**config.mk**
```make
export PLATFORM = sky130hd
export DESIGN_NAME = prbs_lfsr
export DESIGN_NICKNAME = d
export VERILOG_FILES = /design/src/rtl/prbs_pkg.sv /design/src/rtl/prbs_lfsr.sv
export SDC_FILE = /design/constraint.sdc
export NUM_CORES = 1
export LEC_CHECK = 0
export CAP_MARGIN = 30
export CORE_AREA = 2 2 39 41
export DETAILED_ROUTE_END_ITERATION = 8
export DIE_AREA = 0 0 41 43
export HOLD_SLACK_MARGIN = 0.02
export RECOVER_POWER = 25
export REMOVE_ABC_BUFFERS = 1
export SLEW_MARGIN = 20
export SYNTH_ARGS = -nofsm -noshare
export SYNTH_HDL_FRONTEND = slang
export SYNTH_SLANG_ARGS = --single-unit
```
**constraint.sdc**
```tcl
create_clock -name clk -period 1.1 [get_ports clk]
set_input_delay 0.22 -clock clk [delete_from_list [all_inputs] [get_ports clk]]
set_output_delay 0.22 -clock clk [all_outputs]
set_load 0.02 [all_outputs]
```
**src/rtl/prbs_pkg.sv**
```systemverilog
// Shared PRBS definitions: FSM states, standard tap masks and the feedback
// function used by both checkers and generators.
package prbs_pkg;

  typedef enum logic {HUNT, LOCKED} prbs_state_e;

  localparam logic [6:0]  PRBS7_TAPS  = 7'h60;
  localparam logic [14:0] PRBS15_TAPS = 15'h6000;
  localparam logic [30:0] PRBS31_TAPS = 31'h48000000;

  // Callers zero-extend their register and mask to 64 bits.
  function automatic logic prbs_next(input logic [63:0] lfsr, input logic [63:0] taps);
    return ^(lfsr & taps);
  endfunction

endpackage

```
**src/rtl/prbs_lfsr.sv**
```systemverilog
// Parametrised Fibonacci LFSR with next-bit prediction; shifts in either an
// external bit or its own feedback. Shared by checker and generator.
module prbs_lfsr
  import prbs_pkg::*;
#(
  parameter int unsigned       W    = 7,
  parameter logic [W-1:0]      TAPS = PRBS7_TAPS
) (
  input  logic clk,
  input  logic rst_n,
  input  logic adv,
  input  logic load_ext,
  input  logic ext_bit,
  output logic pred,
  output logic nonzero
);

  logic [W-1:0] lfsr_q;

  always_comb begin
    pred    = prbs_next(64'(lfsr_q), 64'(TAPS));
    nonzero = |lfsr_q;
  end

  always_ff @(posedge clk or negedge rst_n) begin
    if (!rst_n) begin
      lfsr_q <= '0;
    end else if (adv) begin
      lfsr_q <= {lfsr_q[W-2:0], load_ext ? ext_bit : pred};
    end
  end

endmodule

```
== Yosys cells after proc, flatten, opt, wreduce, memory -nomap -nowiden ==
Index checks and enable logic that the tools add are counted.

* Bits in registers: 7
* Input bits: 5
* Output and inout bits: 2
* Logic and storage cells: 4

* Multiplexer cells: 1
* Reductions and logical operators: 2

{| class="wikitable"
|+ Operator list
! cell !! count
|-
| XOR reduction 64 bit || 1
|-
| OR reduction 7 bit || 1
|-
| 2-to-1 mux 1 bit || 1
|}

== Logic depth before layout (Yosys ltp) ==
Gate-level depths: netlist of the first run.

* Depth after elaboration: 2
* Depth in mapped cells: 3

== Worst setup path before layout of the first run ==
No wires, ideal clock.

* Kind: flip-flop to flip-flop
* Start: reg lfsr_q[6]
* End: reg lfsr_q[0]
* Library setup time: 66 ps
* Arrival time: 973 ps
* Data required time: 1034 ps
* Slack: 61 ps
* Stages on the path, launching flop included: 3
* Path buffers: 0
* Period minus slack after synthesis: 1039 ps
* Cell sequence: dfrtp_1 -> xor2_1 -> a211o_1

* Cells in the longest elaborated chain, start to end: 2

{| class="wikitable"
|+ RTL lines
! item !! line !! source
|-
| from (decl) || prbs_lfsr.sv:18 || <nowiki>logic [W-1:0] lfsr_q;</nowiki>
|-
| from (signal assigned) || prbs_lfsr.sv:29 || <nowiki>lfsr_q <= {lfsr_q[W-2:0], load_ext ? ext_bit : pred};</nowiki>
|-
| XOR reduction 64 bit || prbs_pkg.sv:13 || <nowiki>return ^(lfsr & taps);</nowiki>
|-
| named net pred || prbs_lfsr.sv:14 || <nowiki>output logic pred,</nowiki>
|-
| 2-to-1 mux 1 bit || prbs_lfsr.sv:29 ||
|}

The timed path passes the listed nets, and every way through them passes these cells.
A chain may end at the register's enable or synchronous reset.

== Final worst setup path of the first run ==
* Start: reg lfsr_q[4]
* End: out nonzero

* Cells in the longest elaborated chain, start to end: 1

{| class="wikitable"
|+ RTL lines
! item !! line !! source
|-
| OR reduction 7 bit || prbs_lfsr.sv:22 || <nowiki>nonzero = |lfsr_q;</nowiki>
|-
| to (decl) || prbs_lfsr.sv:15 || <nowiki>output logic nonzero</nowiki>
|}

Every way passes these cells.

==> impl_results.md, run 1 <==
- Status: finished with violations
- Failing checks: negative setup slack
- Critical Path RT: 0.88 ns
- DIE HEIGHT: 43 µm
- Fin. max-slew vios: 0
- Peak supply drop: 0.523 mV
- Netlist cell types: 11
- Met1 wire length: 158 µm
- Cells after Synth: 22
- R2r setup slk: 0.03 ns
- Type of the worst min-delay path: in -> async
- Final-stage net count: 42
- Final wirelength: 529 µm
- Cells on worst reg2reg path: 3
- Largest register FFs: 7
- Achievable Freq: 0.746 GHz
- RSZ-0062 raised after global routing: true
- Post-synthesis sequential area ratio: 57.1%
- Seq cells post-synth: 7
- TritonRoute pass-1 iters: 2
- Area leader, netlist: dfrtp_1
- Largest registers: lfsr_q: 7 flops
- P_leak: 0.000219 µW
- Area Growth Syn to Fin: 46.9%
- Antenna cells: 0
- Routed Antenna Nets: 0
- Critical path startpoint category: flip-flop
- Post-route minimum period: 1.34 ns
- CTS Hold Bufs: 0
- Initial antenna violation count: 0
- Synth warn: 0
- Worst Setup End Kind: output port
- RR Endpoint: lfsr_q[0]
- Slew HR: 80.0%
- Final setup fails: 2
- Fill count: 145
- Total die area: 1760 µm²
- 1st-iter DRT viols: 1
- CTS Buf Count: 3
- Critical Path Source: lfsr_q[4]
- Residual DRC: 0
- Die width: 41 µm
- Worst EP arrival: 1.12 ns
- Largest net degree at the start of global routing: 8
- Clock Tree Buf Depth: 2
- Worst setup path endpoint: nonzero
- CTS tree: yes
- Reg2reg start: lfsr_q[5]
- Netlist Area Pre-Place: 307 µm²
- Ports: 7
- Fin crit share: 122%
- Met2 routed WL: 331 µm
- Share of cells above drive strength 1: 47.2%
- Met3 wire length: 20 µm
- Clk sinks: 7
- Core Util, Final: 32.5%
- CTS H-tree lvls: 1
- Top Layer Used: met4
- Most flops, register: lfsr_q
- Total track usage: 8.62%
- Total grt overflow: 0
- First-pass GRT wire length: 924 µm
- Buffers on Ports: 6
- Avg Vias per Cell: 4.17
- Post-Syn Area per Cell: 13.9 µm²
- Actual slew at the worst max-slew pin: 0.298 ns
- PnR worst setup slack: -0.240 ns
- Hold Fails Final Rpt: 0
- Core region area: 1380 µm²
- Area contributors post-synth: dfrtp_1 57%, mux2_2 22%, buf_6 3.7%
- Vias in the first global route: 252
- Skew-Pair Late Insertion Delay: 0.24 ns
- Setup Skew: 0.000537 ns
- Power Dens Cells: 2660 nW/µm²
- Placer Congestion: 0.577
- Crit Path Max Fanout: 2
- FP Rows: 14
- Total power draw: 1200 µW
- DR vias: 217
- CTS root buffer: clkbuf_4
- CTS clk-pin slew, worst paths: 0.05 ns
- Kind of critical path: reg -> out
- Initial core utilization: 22.2%
- DP HPWL: 456 µm
- Share of the synthesized area in the top cell type: 57.1%
- Number of max-cap violations: 0
- Routed wire per std cell: 10.2 µm
==> how the worst min path moves through the flow <==
stage	from	end	cells after the start
6_report	rst_n	lfsr_q[1]	1
5_1_grt	rst_n	lfsr_q[2]	1
4_1_cts	rst_n	lfsr_q[1]	1
3_5_place_dp	rst_n	lfsr_q[1]	1
3_3_place_gp	rst_n	lfsr_q[4]	1
2_1_floorplan	rst_n	lfsr_q[0]	0
==> final cells by class <==
class | count | area, µm² | share of cell area, %
Sequential cell | 7 | 175 | 38.9
Multi-Input combinational cell | 14 | 126 | 28.1
Clock buffer | 4 | 26.3 | 5.83
Timing Repair Buffer | 11 | 103 | 22.8
Tap cell | 16 | 20.0 | 4.44
==> worst max-delay path, stage by stage, from the launching register on <==
cell	delay, ns
dfrtp_1	0.38
nor4_2	0.26
nand2_1	0.09
buf_6	0.14
==> logic make-up after synthesis <==
group,after synthesis,synth area share (%)
XOR/XNOR,1,2.86
buffers and inverters,1,3.67
multiplexers,6,22.0
AND/OR/NAND/NOR,6,11.4
flip-flops,7,57.1
AO/OA/AOI/OAI,1,2.86
==> power breakdown <==
group | internal, µW | switching (µW) | total (µW)
logic | 311 | 188 | 499
registers | 380 | 99.8 | 479
clock network | 137 | 80.5 | 218
total | 828 | 368 | 1200
==> layout by cell type, fill, tap and decap left out, types with 2 or more instances in the layout <==
cell	Yosys	routed
buf_6	1	2
clkdlybuf4s50_1	0	2
dfrtp_1	7	7
clkbuf_4	0	3
mux2_2	6	6
buf_4	0	5
==> layer usage <==
| layer | vias to the layer above | track usage [%] |
|---|---|---|
| li1 | 106 | - |
| met2 | 6 | 14.4 |
| met4 | 0 | 10.0 |
| met3 | 2 | 3.14 |
| met1 | 103 | 5.98 |
| met5 | - | 0 |
==> synth_stat cells, drive strengths merged <==
| cell type | number |
|---|---|
| nand2 | 1 |
| nor3 | 1 |
| buf | 1 |
| nor2b | 1 |
| nor4 | 1 |
| mux2 | 6 |
| a211o | 1 |
| xor2 | 1 |
| and2b | 1 |
| dfrtp | 7 |
| and3 | 1 |
==> what timing repair did <==
action,CTS,global route
pin swaps,3,0
endpoints found under the hold margin,0,0
setup endpoints to repair,4,6
resized for setup,12,2
setup buffers,1,0
==> stage by stage <==
stage          setup TNS (ns)  instances  worst slack [ns]  hold slack [ns]  area (µm²)
6_report               -0.367         52            -0.240            0.297         450
2_1_floorplan               0         21            0.0612          -0.0756         295
3_3_place_gp            -2.20         47            -0.342            0.488         405
5_1_grt                -0.522         52            -0.313            0.297         450
3_5_place_dp            -2.39         47            -0.378            0.491         405
4_1_cts                -0.414         52            -0.276            0.225         442
Power figures use the tool's default switching activity.
==> run 2: changes to the inputs <==
==> constraint.sdc (replaced) <==
create_clock -name clk -period 1.1 [get_ports clk]
set_input_delay 0.275 -clock clk [delete_from_list [all_inputs] [get_ports clk]]
set_output_delay 0.275 -clock clk [all_outputs]
set_load 0.02 [all_outputs]
==> impl_results.md, run 2 (synthesis gave the netlist of run 1 again) <==
- Status: finished with violations (unchanged)
- Failing checks: negative setup slack (unchanged)
- 1st-iter DRT viols: 0 (was 1)
- DP HPWL: 455 µm (was 456 µm)
- FP Rows: 14 (unchanged)
- RSZ-0062 raised after global routing: true (unchanged)
- Skew-Pair Late Insertion Delay: 0.25 ns (was 0.24 ns)
- Ports: 7 (unchanged)
- Placer Congestion: 0.577 (about the same)
- Clk sinks: 7 (unchanged)
- CTS tree: yes (unchanged)
- Routed Antenna Nets: 0 (unchanged)
- Crit Path Max Fanout: 2 (unchanged)
- Final Hold Slack: 0.345 ns (was 0.297 ns)
- CTS H-tree lvls: 1 (unchanged)
- Share of cells above drive strength 1: 47.2% (unchanged)
- Hold Fails Final Rpt: 0 (unchanged)
- Actual slew at the worst max-slew pin: 0.296 ns (was 0.298 ns)
- Final setup fails: 2 (unchanged)
- CP Depth: 3 (unchanged)
- Largest registers: lfsr_q: 7 flops (unchanged)
- CTS Buf Count: 3 (unchanged)
- DR vias: 221 (was 217)
- Commonest non-fill, non-tap cell in the layout: dfrtp_1 (unchanged)
- Total track usage: 8.49% (was 8.62%)
- CTS clk-pin slew, worst paths: 0.05 ns (about the same)
- Total Neg Setup Slack: -0.472 ns (was -0.367 ns)
- RR Endpoint: lfsr_q[0] (unchanged)
- Final-stage net count: 42 (unchanged)
- Worst EP arrival: 1.11 ns (was 1.12 ns)
- Setup Skew: 0.000452 ns (was 0.000537 ns)
- CTS Hold Bufs: 0 (unchanged)
- DIE HEIGHT: 43 µm (unchanged)
- CP Cell Sequence: nor4_2 -> nand2_1 -> buf_2 (was nor4_2 -> nand2_1 -> buf_6)
- Largest register FFs: 7 (unchanged)
- Routed wire per std cell: 10.4 µm (was 10.2 µm)
- Cells on worst reg2reg path: 3 (unchanged)
- Area Growth Syn to Fin: 43.7% (was 46.9%)
- Core region area: 1380 µm² (unchanged)
- Slew HR: 80.2% (was 80.0%)
- Most frequent cells in the layout: 7 x dfrtp_1, 6 x mux2_2, 5 x buf_4 (unchanged)
- Clock Tree Buf Depth: 2 (unchanged)
- WP buf/inv: 1 (unchanged)
- Vias in the first global route: 260 (was 252)
- Initial core utilization: 22.2% (unchanged)
- Fill count: 142 (was 145)
- TritonRoute pass-1 iters: 1 (was 2)
- Final wirelength: 543 µm (was 529 µm)
- Kind of critical path: reg -> out (unchanged)
- Fin crit share: 126% (was 122%)
- CP max stage cell: dfrtp_1 (unchanged)
- R2r setup slk: 0.02 ns (was 0.03 ns)
- Power Dens Cells: 2710 nW/µm² (was 2660 nW/µm²)
- Critical Path RT: 0.82 ns (was 0.88 ns)
- Slowest stage delay, CP: 0.38 ns (about the same)
- Total die area: 1760 µm² (unchanged)
- Buffers on Ports: 6 (unchanged)
- Die width: 41 µm (unchanged)
- Worst Setup End Kind: output port (unchanged)
- Cell Area, Placed: 405 µm² (unchanged)
- Largest net degree at the start of global routing: 8 (unchanged)
- Most flops, register: lfsr_q (unchanged)
- Number of max-cap violations: 0 (unchanged)
- First-pass GRT wire length: 931 µm (was 924 µm)
- Total power draw: 1190 µW (was 1200 µW)
- Achievable Freq: 0.722 GHz (was 0.746 GHz)
- Peak supply drop: 0.440 mV (was 0.523 mV)
- Residual DRC: 0 (unchanged)
- Final Cell Area: 440 µm² (was 450 µm²)
- Core Util, Final: 31.8% (was 32.5%)
- Initial antenna violation count: 0 (unchanged)
- Critical path startpoint category: flip-flop (unchanged)
- Fin. max-slew vios: 0 (unchanged)
- Post-route minimum period: 1.39 ns (was 1.34 ns)
- Total grt overflow: 0 (unchanged)
- Avg Vias per Cell: 4.25 (was 4.17)
- Reg2reg start: lfsr_q[6] (was lfsr_q[5])
- CP top delay family: flip-flops (unchanged)
- Type of the worst min-delay path: in -> async (unchanged)
- PnR worst setup slack: -0.285 ns (was -0.240 ns)
- P_leak: 0.000208 µW (was 0.000219 µW)
- Antenna cells: 0 (unchanged)
- CTS root buffer: clkbuf_4 (unchanged)
-- run 2: cell count changes in the layout (fill, tap and decap cells not counted) --
cell and delta:
dlygate4sd2_1 +1, dlymetal6s2s_1 -1, buf_6 -1, buf_2 +1
-- run 2: what timing repair did --
item,CTS,global route
gates resized for setup,11,1
pin swaps,1,1
hold endpoints to repair,0,0
setup buffers,1,0
setup endpoints to repair,8,3
-- run 2: metal layers --
metal / share of wire [%] / GRT usage [%]
met5: 0 / 0
met4: 4.2 / 8.00
met3: 3.5 / 3.14
met1: 35 / 5.26
met2: 57 / 15.6
-- run 2: final cells by class --
type / count / area [µm²] / area share (%)
repair buffers: 11 / 92.6 / 21.0
multi-input cells: 14 / 126 / 28.7
flip-flops and latches: 7 / 175 / 39.8
clock buffers: 4 / 26.3 / 5.97
well taps: 16 / 20.0 / 4.55
-- run 2: metrics by stage --
stage / setup slack [ns] / instances
finish: -0.285 / 52
detailed placement: -0.418 / 47
global route: -0.398 / 52
global placement: -0.391 / 47
floorplan: 0.0334 / 21
CTS: -0.313 / 52
-- run 2: worst max-delay path by stage --
stage / to / start / slack (ns)
6_report: nonzero / lfsr_q[2] / -0.29
2_1_floorplan: nonzero / lfsr_q[2] / 0.03
3_5_place_dp: nonzero / lfsr_q[2] / -0.42
5_1_grt: nonzero / lfsr_q[2] / -0.40
3_3_place_gp: nonzero / lfsr_q[2] / -0.39
4_1_cts: nonzero / lfsr_q[2] / -0.31
-- run 2: power breakdown --
part	switching, µW	internal [µW]	leakage [µW]
logic	184	300	0.000107
registers	105	380	0.0000865
clock network	87.7	138	0.0000150
